### src/rtl/mux_scan_sequencer.sv
// mux_scan_sequencer: walks a mux select tree through every index,
// captures each word onto a valid/ready stream and sums the words.
module mux_scan_sequencer #(
    parameter int switch_bits = 2,
    parameter int data_width  = 8
) (
    input  logic                              clk,
    input  logic                              rst,
    input  logic                              start,
    output logic [switch_bits-1:0]            sel,
    input  logic [data_width-1:0]             mux_o,
    output logic [data_width-1:0]             out_data,
    output logic                              out_valid,
    input  logic                              out_ready,
    output logic                              out_last,
    output logic [data_width+switch_bits-1:0] acc,
    output logic                              busy,
    output logic                              done
);

    typedef enum logic [1:0] {
        IDLE,
        SCAN,
        HOLD,
        DONE
    } state_t;

    localparam logic [switch_bits-1:0] last_idx = '1;
    localparam logic [switch_bits-1:0] one_idx  = switch_bits'(1);

    state_t                          state;
    state_t                          state_nxt;
    logic [switch_bits-1:0]          idx;
    logic [switch_bits-1:0]          idx_nxt;
    logic                            at_last;
    logic [data_width+switch_bits-1:0] word_ext;

    assign at_last  = (idx == last_idx);
    assign word_ext = {{switch_bits{1'b0}}, mux_o};

    always_comb begin
        state_nxt = state;
        idx_nxt   = idx;
        unique case (state)
            IDLE: begin
                if (start) begin
                    state_nxt = SCAN;
                    idx_nxt   = '0;
                end
            end
            SCAN: begin
                state_nxt = HOLD;
            end
            HOLD: begin
                if (out_ready) begin
                    if (at_last) begin
                        state_nxt = DONE;
                    end else begin
                        state_nxt = SCAN;
                        idx_nxt   = idx + one_idx;
                    end
                end
            end
            DONE: begin
                state_nxt = IDLE;
            end
        endcase
    end

    always_ff @(posedge clk or negedge rst) begin
        if (!rst) begin
            state    <= IDLE;
            idx      <= '0;
            sel      <= '0;
            out_data <= '0;
            acc      <= '0;
        end else begin
            state <= state_nxt;
            idx   <= idx_nxt;
            // select moves only on SCAN entry; parked at zero once idle again
            if (state_nxt == SCAN) begin
                sel <= idx_nxt;
            end else if (state == DONE) begin
                sel <= '0;
            end
            if (state == SCAN) begin
                out_data <= mux_o;
                acc      <= acc + word_ext;
            end else if (state == IDLE && start) begin
                acc <= '0;
            end
        end
    end

    assign out_valid = (state == HOLD);
    assign out_last  = (state == HOLD) && at_last;
    assign busy      = (state != IDLE);
    assign done      = (state == DONE);

endmodule

### config.mk
export PLATFORM = sky130hd
export DESIGN_NAME = mux_scan_sequencer
export DESIGN_NICKNAME = d
export VERILOG_FILES = /design/src/rtl/mux_scan_sequencer.sv
export SDC_FILE = /design/constraint.sdc
export NUM_CORES = 1
export LEC_CHECK = 0
export ABC_AREA = 1
export CAP_MARGIN = 20
export CORE_ASPECT_RATIO = 2
export CORE_MARGIN = 2
export CORE_UTILIZATION = 40
export DETAILED_ROUTE_END_ITERATION = 8
export HOLD_SLACK_MARGIN = 0.03
export PLACE_DENSITY = 0.79
export RECOVER_POWER = 50
export SLEW_MARGIN = 5
export SYNTH_ARGS = -nofsm -noshare
export SYNTH_HDL_FRONTEND = slang
export SYNTH_SLANG_ARGS = --single-unit
### constraint.sdc
create_clock -name clk -period 4.5 [get_ports clk]
set_clock_uncertainty 0.2 [all_clocks]
set_input_delay 0.9 -clock clk [delete_from_list [all_inputs] [get_ports clk]]
set_output_delay 0.9 -clock clk [all_outputs]
set_load 0.01 [all_outputs]
* After elaboration in Yosys (flattened, before gate mapping)
Cells that the tools add are included.
** Word-level totals
- Bits in writable memories :: 0
- Output and inout port bits :: 24
- Memories :: 0
- Register bits :: 24
- Bits in latches :: 0
- ROM bits :: 0
- Bits of input ports :: 12
- Logic and storage cells :: 30
** Operators by class
- $mul :: 0
- Order comparisons :: 0
- Shift-type cells :: 0
- Equal/unequal tests :: 5
- Divide/modulo/power cells :: 0
- Add/subtract/negate cells :: 2
- Bitwise gates (word level) :: 0
- Muxes and demuxes :: 12
- Reduce and logical (&&, ||, !) cells :: 6
** Operator list (number)
- two-way mux 10 bit :: 2
- two-way mux 2 bit :: 8
- adder 10 x 8 -> 10 bit :: 1
- case mux 2 bit (4 select lines) :: 1
- equality test 2 bit, second input constant :: 3
- nonzero test 2 bit :: 3
- equality test 2 x 1 -> 1 bit, second input constant :: 2
- case mux 2 bit (2 select lines) :: 1
- adder 2 x 1 -> 2 bit, second input constant :: 1
- logical AND 1 bit :: 2
- logical NOT 2 bit :: 1

* Logic depth before layout (Yosys ltp)
Gate-level depths: netlist (run 1).
- Depth in word-level cells :: 6
- Mapped depth :: 12
- Mapped depth without buffers :: 12

* Least setup slack after synthesis (run 1)
Ideal clock, no wire load.
- Path type :: input-to-reg
- From :: input port mux_o[0]
- To :: register acc[8]
- Setup time :: 0.113 ns
- Arrival time :: 1.962 ns
- Path buffers :: 0
- Stages on the path :: 11
- Setup slack :: 2.225 ns
- Data required time :: 4.187 ns
- Path through :: ha_1 -> inv_1 -> fa_1 -> inv_1 -> nand3_1 -> nand3_1 -> nand2_1 -> nand2_1 -> nand3_1 -> nand2_1 -> inv_1
** On the way
- Longest elaborated chain between the ends :: 2
** RTL lines
- start: declaration :: RTL line 11 : input logic [data_width-1:0] mux_o,
- adder 10 x 8 -> 10 bit :: RTL line 88 : acc <= acc + word_ext;
- two-way mux 10 bit :: RTL line 86 : if (state == SCAN) begin
- end signal: assignment :: RTL line 88
- end: declaration :: RTL line 16 : output logic [data_width+switch_bits-1:0] acc,
No other way between the ends.
A chain may end at the register's enable or synchronous reset.

* Final worst setup path (run 1)
- From :: register state[0]
- To :: output port out_last
** On the way
- Longest elaborated chain between the ends :: 2
** RTL lines
- start: declaration :: RTL line 31 : state_t state;
- start signal: assignment :: RTL line 78 : state <= state_nxt;
- equality test 2 bit :: RTL line 96 : assign out_last = (state == HOLD) && at_last;
- logical AND 1 bit :: RTL line 96
- end: declaration :: RTL line 15 : output logic out_last,
No other way between the ends.

==> metrics.txt, run 1 <==
Num CTS Buffers=3; power density over the cells=652 mW/mm^2; total number of vias=1305; core footprint=0.00342 sq mm; routed len/inst=12.3 um; chip height=just under 90 um; Post-CTS Setup Bufs=0; hold slack=roughly 0.28 ns; Layout Cells excl Fill=270; highest-delay cell along the critical path=clkdlybuf4s50_1; crit path launch type=flop; CTS max path bufs=2; H-tree level count=1; vias per std cell=4.83; crit-path cells=inv_2 > nand2_2 > inv_4 > nand3_2 > inv_1 > clkdlybuf4s50_1; WP data required=3.40 ns; Clock Tree Root=clkbuf_8; Post-Syn Area per Cell=7.74 sq um; cts repair resizes=0; top cell type's share of synthesized area=42.2%; Cells after Synth=184; gr ovfl total=0; Post-Place Cells=approximately 270; DP HPWL=~2600 um; remaining antenna violation count=0; clock slew at reported path FFs=0.08 ns; TritonCTS clock tree=yes; clk sinks=24; Synth area leader=dfrtp_1; RSZ-0062 raised after global routing=false; synthesis-to-finish area growth=32.7%; Setup WS post-layout=between 1.5 and 2 ns; register area share after synthesis=42.2%; status=completed; Worst slew margin=roughly two fifths; Final min period=2.72 ns; Max-Cap Viols=0; synthesized area=0.00142 sq mm; CP max FO=5; Starting DRT DRC Count=41; Final nets=244; WS Path Type=reg -> out; port buffer count=35; Cell variety after synth=30; DRC=0; Worst-Margin Slew=0.894 ns; VDD IR-drop max=0.320 mV; first-pass GRT wire length=5620 um; Starting Density=41.7%; Worst EP arrival=1.62 ns; die area=0.00408 sq mm; Final Hold Fails=0; antenna cells=0; number of global-route vias before repair=1310; final setup fails=0; Die W=46.2 um; Pleak=0.996 nW; final core occ=55.3%; largest net degree at the start of global routing=18; I/O pins=36; Max Slew Vio Count=0; final wirelength=approximately 3300 um; Rows=30; Post-CTS Hold Buffers=0; clk_lat worst skew=0.27 ns; Post-Syn Nets=205; Total GRT Usage=18.9%; antenna violations before repair=0; RD Place Congestion=0.887; top post-synthesis cells by area=dfrtp_1 (42%), nand2_1 (19%), ha_1 (7.0%); DR pass1 iterations=4; TNS Setup=0 ns; Tcrit/Tclk final=about three fifths; R2R Setup Slk=approximately 2.6 ns; layout cell share with drive strength beyond 1=~8.1%; worst hold path class=reg -> reg; critical path endpoint category=output pin; register bit total from synthesis=24; pre-CTS WS=between 1.5 and 2 ns; Max Fclk=approximately 370 MHz; number of synthesis warnings=0; CP max stage delay=between 0.5 and 0.6 ns
==> critical path: cells and delay by family, from the launching register on <==
family	cells	cell delay, ns
DFF	1	0.45
buffers and inverters	4	0.75
and+or+nand+nor	2	0.15
==> metrics by stage <==
step | power, mW | instance area [sq um]
3_5_place_dp | 1.05 | 1850
3_3_place_gp | 1.04 | 1820
2_1_floorplan | 0.782 | 1420
6_report | 1.23 | 1890
5_1_grt | 1.34 | 1890
4_1_cts | 1.26 | 1920
==> synthesized netlist by cell type <==
library cell	instances
a22oi_2	1
o21a_1	1
nand3b_1	1
o22ai_1	1
and2_1	1
o21ai_0	3
fa_1	1
buf_4	1
a21oi_2	1
inv_1	25
dfrtp_1	24
a22o_1	1
ha_1	8
xnor2_1	1
xor2_1	1
inv_4	2
nand4_1	2
inv_2	2
nor2_1	4
nor2_2	2
a21oi_1	4
nand2_1	71
or2_1	1
buf_2	1
nand2_2	2
nand3_2	1
nand4_2	1
o21ai_1	5
nand3_1	12
nand2_4	3
==> cell type report <==
class                   count  area (sq um)
clock buffers               3          41.3
clock inverters             1          30.0
fillers                   315          1530
inverters                  29           114
multi-input cells         129           689
flip-flops and latches     24           601
well taps                  48          60.1
repair buffers             36           354
==> registers in the layout, summed over array words and instances, names as in the netlist <==
signal / flops
out_data: 8
sel: 2
state: 2
idx: 2
acc: 10
==> path summary, 6_finish.rpt <==
path | startpoint | end | cells past startpoint
setup / recovery | state[0] | out_last | 6
hold / removal | out_data[3] | out_data[3] | 2
setup reg to reg | acc[0] | acc[8] | 11
hold reg to reg | out_data[3] | out_data[3] | 2
max in group asynchronous | rst | acc[1] | 2
min in group asynchronous | rst | acc[4] | 1
==> cells by family (layout without fill, tap and decap cells) <==
family,count (synthesis),in the layout,share of synthesized area (%)
and+or+nand+nor,101,101,32.0
AOI/OAI and AO/OA,17,17,7.29
adders and majority gates,9,9,8.44
buffers and inverters,31,69,8.88
xor gates and xnor gates,2,2,1.23
DFF,24,24,42.2
==> where the power goes <==
group          total, mW  internal (mW)  leakage (nW)  switching, mW
combinational      0.666          0.302         0.652          0.364
clock              0.191          0.119        0.0357         0.0717
sequential         0.376          0.306         0.308         0.0698
total               1.23          0.727         0.996          0.506
==> layout by cell type, fill, tap and decap left out, types with 2 or more instances in the layout <==
cell	Yosys	layout
clkdlybuf4s50_1	0	25
ha_1	8	8
nand2_4	3	2
o21ai_1	5	4
nor2_2	2	2
inv_2	2	2
dlygate4sd3_1	0	10
clkbuf_8	0	3
o21ai_0	3	4
nand4_1	2	2
nand2_1	71	72
dfrtp_1	24	24
inv_4	2	2
nand2_2	2	2
nand3_1	12	12
inv_1	25	25
nor2_1	4	4
a21oi_1	4	4
==> per-layer routing <==
layer	GRT usage (%)	wire length [um]	part of all wire, %	vias up
met4	11.9	138	4.2	0
met2	34.3	1860	56	35
met3	1.22	67	2.0	12
li1	-	-	-	650
met5	0	0	0	-
met1	19.4	1240	38	608
(Power assumes the default switching activity.)
==> run 2, diff against run 1 <==
Settings changed: PLACE_DENSITY 0.79 to 0.82.
Clock period 4.5 ns to 2.4 ns, I/O delays scaled along.
==> run 2 against run 1 <==
Hold slack better by 0.011 ns; via count fell by 1.8%; global-route usage down 1.1 points; total power is 88% higher; critical path type unchanged; combinational power grew 89%; critical path depth is the same.
==> metrics.txt, run 2 (synthesis gave the netlist of run 1 again) <==
M3 GR Usage=1.63% (+0.41 points); worst hold path class=reg -> reg; cts repair resizes=0 (unchanged); total number of vias=1282 (-1.8%); gr ovfl total=0 (unchanged); DRC=0 (unchanged); Final nets=246 (+0.82%); TritonCTS clock tree=yes; I/O pins=36 (unchanged); Rows=30 (unchanged); first-pass GRT wire length=5310 um (-5.5%); status=completed; remaining antenna violation count=0 (unchanged); Worst EP arrival=1.61 ns (about the same); final setup fails=0 (unchanged); Worst Hold Depth=2 (unchanged); Starting DRT DRC Count=28 (-32%); Post-CTS Setup Bufs=0 (unchanged); power density over the cells=1220 mW/mm^2 (+87%); Max Fclk=436 MHz; Worst-Margin Slew=1.26 ns (+0.371 ns); Layout Cells excl Fill=272 (+0.74%); antenna cells=0 (unchanged); H-tree level count=1 (unchanged); clk_lat worst skew=0.26 ns (about the same); Pleak=0.996 nW (about the same); Max-Cap Viols=0 (unchanged); layout cell share with drive strength beyond 1=8.93% (+0.82 points); synthesis-to-finish area growth=33.7%; Total GRT Usage=17.8% (-1.1 points); DP HPWL=2520 um (-1.5%); Worst slew margin=15.7% (-25 points); DR pass1 iterations=4 (unchanged); Post-Place Cells=268 (+0.75%); Final Hold Fails=0 (unchanged); max reg flops=10 (unchanged); WP data required=1.72 ns (-1.68 ns); most common cell after layout, fill and taps aside=nand2_1; commonest cells after routing, fill and taps aside=nand2_1 (72), clkdlybuf4s50_1 (33), inv_1 (25); Clock Tree Root=clkbuf_8; M1 GR Usage=18.9% (-0.52 points); RSZ-0062 raised after global routing=false; Largest Register=acc; routed len/inst=11.7 um (-4.5%); Largest regs=acc (10), out_data (8); critical path endpoint category=output pin; antenna violations before repair=0 (unchanged); total power=2.32 mW (+88%); core footprint=0.00342 sq mm (unchanged); clk sinks=24 (unchanged); clock slew at reported path FFs=0.08 ns (about the same); largest net degree at the start of global routing=25 (+7); final wirelength=3180 um (-3.7%); number of global-route vias before repair=1255 (-4.2%); R2R Setup Slk=0.49 ns (-2.11 ns); Num CTS Buffers=3 (unchanged); CTS max path bufs=2 (unchanged); WS Path Type=reg -> out; met2 Use GR=32.2% (-2.1 points); vias per std cell=4.71 (-2.5%); grt peak-use layer=met2; die area=0.00408 sq mm (unchanged); CP max FO=5 (unchanged); chip height=88.4 um (unchanged); Die W=46.2 um (unchanged); RD Place Congestion=0.904 (+1.9%); crit path launch type=flop; port buffer count=35 (unchanged); Tcrit/Tclk final=95.5%; VDD IR-drop max=0.655 mV (+100%); Post-CTS Hold Buffers=0 (unchanged); R2R depth=9 (-2); TNS Setup=0 ns (unchanged); Starting Density=41.7% (unchanged); Final min period=2.29 ns; Max Slew Vio Count=0 (unchanged)
-- run 2: cell types whose count changed in the layout (fill, tap and decap cells not counted), sizes merged --
| cell | delta |
|---|---|
| buf | +2 |
| clkdlybuf4s50 | +8 |
| clkinvlp | +1 |
| dlygate4sd3 | -8 |
| inv | -1 |
-- run 2: final cells by class --
cell class / instances / area [sq um]
well taps: 48 / 60.1
multi-input cells: 129 / 689
flip-flops and latches: 24 / 601
clock buffers: 3 / 41.3
clock inverters: 1 / 30.0
inverters: 29 / 113
repair buffers: 38 / 369
fillers: 328 / 1510
-- run 2: through the flow --
step | hold WS, ns | util [%] | worst slack (ns) | area (sq um)
4_1_cts | 0.298 | 56.1 | 0.0825 | 1920
5_1_grt | 0.322 | 55.7 | 0.0274 | 1900
6_report | 0.295 | 55.7 | 0.107 | 1900
3_3_place_gp | 0.263 | 54.0 | -0.0416 | 1840
3_5_place_dp | 0.275 | 54.0 | -0.0820 | 1840
2_1_floorplan | -0.0156 | - | 0.545 | 1420
-- run 2: worst paths after layout --
path                        startpoint     endpoint
min                        out_data[0]  out_data[0]
max                           state[0]     out_last
max in group asynchronous          rst       sel[0]
max reg2reg                   state[1]       acc[9]
min in group asynchronous          rst  out_data[2]
min reg2reg                out_data[0]  out_data[0]
-- run 2: critical path, cell delays in order, from the launching register on --
cell and delay (ns):
dfrtp_1 0.45, inv_2 0.08, nand2_2 0.07, inv_4 0.08
nand3_2 0.09, inv_1 0.07, clkdlybuf4s50_1 0.52
-- run 2: routing by layer --
layer / part of all wire (%) / wire length, um
met5: 0 / 0
met1: 38 / 1210
met3: 1.7 / 53
met4: 3.9 / 124
met2: 56 / 1800
-- run 2: report_power, final --
part           total, mW  internal [mW]  switching [mW]
Combinational       1.26          0.583           0.679
Clock              0.348          0.223           0.125
Sequential         0.706          0.574           0.133
Total               2.32           1.38           0.937
==> run 3, diff against run 2 <==
Settings changed: CTS_CLUSTER_SIZE from default to 16, GPL_ROUTABILITY_DRIVEN from default to 0.
==> results of run 3 <==
No change in the layout: final DEF, timing and power equal those of run 2.
==> variant, RTL diff (settings of run 2) <==
Re-encode `state_t` (4 states) as one-hot, 4 bits wide.
--- a/src/rtl/mux_scan_sequencer.sv
+++ b/src/rtl/mux_scan_sequencer.sv
@@ -20,7 +20,7 @@
 
-    typedef enum logic [1:0] {
-        IDLE,
-        SCAN,
-        HOLD,
-        DONE
+    typedef enum logic [3:0] {
+        IDLE = 4'b0001,
+        SCAN = 4'b0010,
+        HOLD = 4'b0100,
+        DONE = 4'b1000
     } state_t;
Behaviour: no difference found for any inputs over 10 cycles, from zero or initial values and one cycle with rst low; not proved beyond that.
==> variant against run 2 <==
- critical path depth fell by 2
- power up 25%
- clock power decreased by 28%
- wire length rose by 13%
- critical endpoint is now out_valid
- area after synthesis up 9.7%
- largest cell class unchanged
- sequential share of layout area up 0.52 points
- highest routed layer unchanged
- setup slack gained 22 ps
- sequential power increased by 20%
- design area up 6.8%
- sequential cell count is 2 higher
==> variant: results (changes against run 2) <==
----------------------------------------------------
[Worst setup path]
  Kind of cell with the highest combined delay on the critical path ... flip-flops
  Library cell contributing the largest single delay on the critical path ... sky130_fd_sc_hd__dfstp_1
  Capturing element of the worst setup path ... out_valid
  Worst-case reg-to-reg path depth ... 4 (-5)
  Highest net fanout along the worst path ... 6 (+1)
  Launching point of the worst reg2reg path ... state[0]
  Stage delay of the slowest cell on the critical path ... 630 ps (+110 ps)
  Setup slack of the most critical reg-to-reg path ... 370 ps (-120 ps)
  Arrival @ worst endpoint ... 1590 ps (-20 ps)

[Drt]
  Post-detailed-routing wire length ... 3604 µm (+13%)
  Detailed-route wire length per cell ... 12.56 µm (+7.3%)
  Drt via density ... 5.035 (+6.8%)
  Count of routing violations after the opening detailed-route iteration ... 25 (-11%)

[Clock tree]
  Root cell of the clock tree ... sky130_fd_sc_hd__clkbuf_8

[Timing]
  Slew Limit Headroom ... 5.324% (-10 points)

[Layout]
  Filler instances ... 348 (+6.1%)
  Regs by FF count ... acc: 10 flops, out_data: 8 flops, state: 4 flops
  Share of final-layout standard cells stronger than drive strength 1 ... 11.44% (+2.5 points)
  Nets ... 258 (+4.9%)
  Number of diodes added for antenna fixing ... 0 (unchanged)

[Power]
  Internal power ... 1.585 mW (+15%)
  Peak VDD IR ... 0.5493 mV (-16%)
  Leakage power of the design ... 1.046 nW (+5.0%)

[Global routing]
  Global-route wire length before repair ... 5906 µm (+11%)
  Largest net degree at the start of global routing ... 27 (+8.0%)
  Global Route Usage Sum ... 17.66% (-0.15 points)
  Vias in the first global route ... 1485 (+18%)

[Place]
  Half-perimeter wire length after placement ... 2840 µm (+13%)
  Cell count after placement ... 282 (+5.2%)
  Placer congestion estimate ... 0.8591 (-4.9%)

[Logic synthesis]
  Sequential area share after synthesis ... 41.75% (-0.43 points)
  Cells after Synth ... 195 (+6.0%)
  Synth top area cells ... sky130_fd_sc_hd__dfrtp_1 (40%), sky130_fd_sc_hd__nand2_1 (13%), sky130_fd_sc_hd__nand3_1 (7.7%), sky130_fd_sc_hd__ha_1 (6.4%), sky130_fd_sc_hd__inv_1 (4.8%)
  Total nets after synthesis ... 216 (+5.4%)
  Most common library cells after synthesis ... sky130_fd_sc_hd__nand2_1 (56), sky130_fd_sc_hd__dfrtp_1 (25), sky130_fd_sc_hd__nand3_1 (24)

[Worst hold path]
  Min-Delay Endpoint ... out_data[3]
  Launch instance of the worst min-delay path ... out_data[3]

[Status]
  Outcome ... finished clean

----------------------------------------------------
variant: layer usage:
layer	wire length [µm]	GRT usage [%]	vias up
li1	-	-	714
met3	90	0.9747	11
met1	1329	17.09	681
met4	107	8.559	0
met2	2076	33.22	39
met5	0	0	-
variant: area by class of cell:
class,instances,share of cell area (%)
Timing Repair Buffer,41,19.27
Multi-Input combinational cell,141,38.85
Inverter,24,4.433
Sequential cell,26,32.08
Tap cell,51,3.140
Clock buffer,4,2.217
variant: power groups by stage:
| stage | Sequential, mW | Clock (mW) | Combinational [mW] |
|---|---|---|---|
| 6_report | 0.848 | 0.250 | 1.80 |
| 5_1_grt | 0.877 | 0.272 | 2.02 |
| 4_1_cts | 0.854 | 0.258 | 1.85 |
| 3_5_place_dp | 0.864 | 0 | 1.82 |
| 3_3_place_gp | 0.855 | 0 | 1.78 |
| 2_1_floorplan | 0.909 | 0 | 1.08 |
variant: repair_timing:
item	in CTS	in global routing
buffers inserted	1	0
setup endpoints to repair	1	3
resized for setup	2	3
variant: through the flow:
stage | hold slack, ps | worst slack [ps] | area (µm²) | power (mW) | util [%]
CTS | 292.3 | 67.49 | 2051 | 2.958 | 53.91
global route | 314.5 | -18.43 | 2032 | 3.169 | 53.42
global placement | 270.3 | -92.15 | 1994 | 2.630 | 52.43
floorplan | -15.59 | 499.3 | 1562 | 1.993 | -
finish | 286.8 | 129.6 | 2032 | 2.897 | 53.42
detailed placement | 268.0 | -134.5 | 1994 | 2.681 | 52.43
variant: cell families (layout without fill, tap and decap cells):
family | count (synthesis) | after routing | synth area share [%]
fa+ha+maj | 9 | 9 | 7.693
xor+xnor | 2 | 2 | 1.122
compound gates | 21 | 21 | 7.533
simple gates | 109 | 109 | 34.94
flops | 26 | 26 | 41.75
buf+inv | 28 | 69 | 6.970
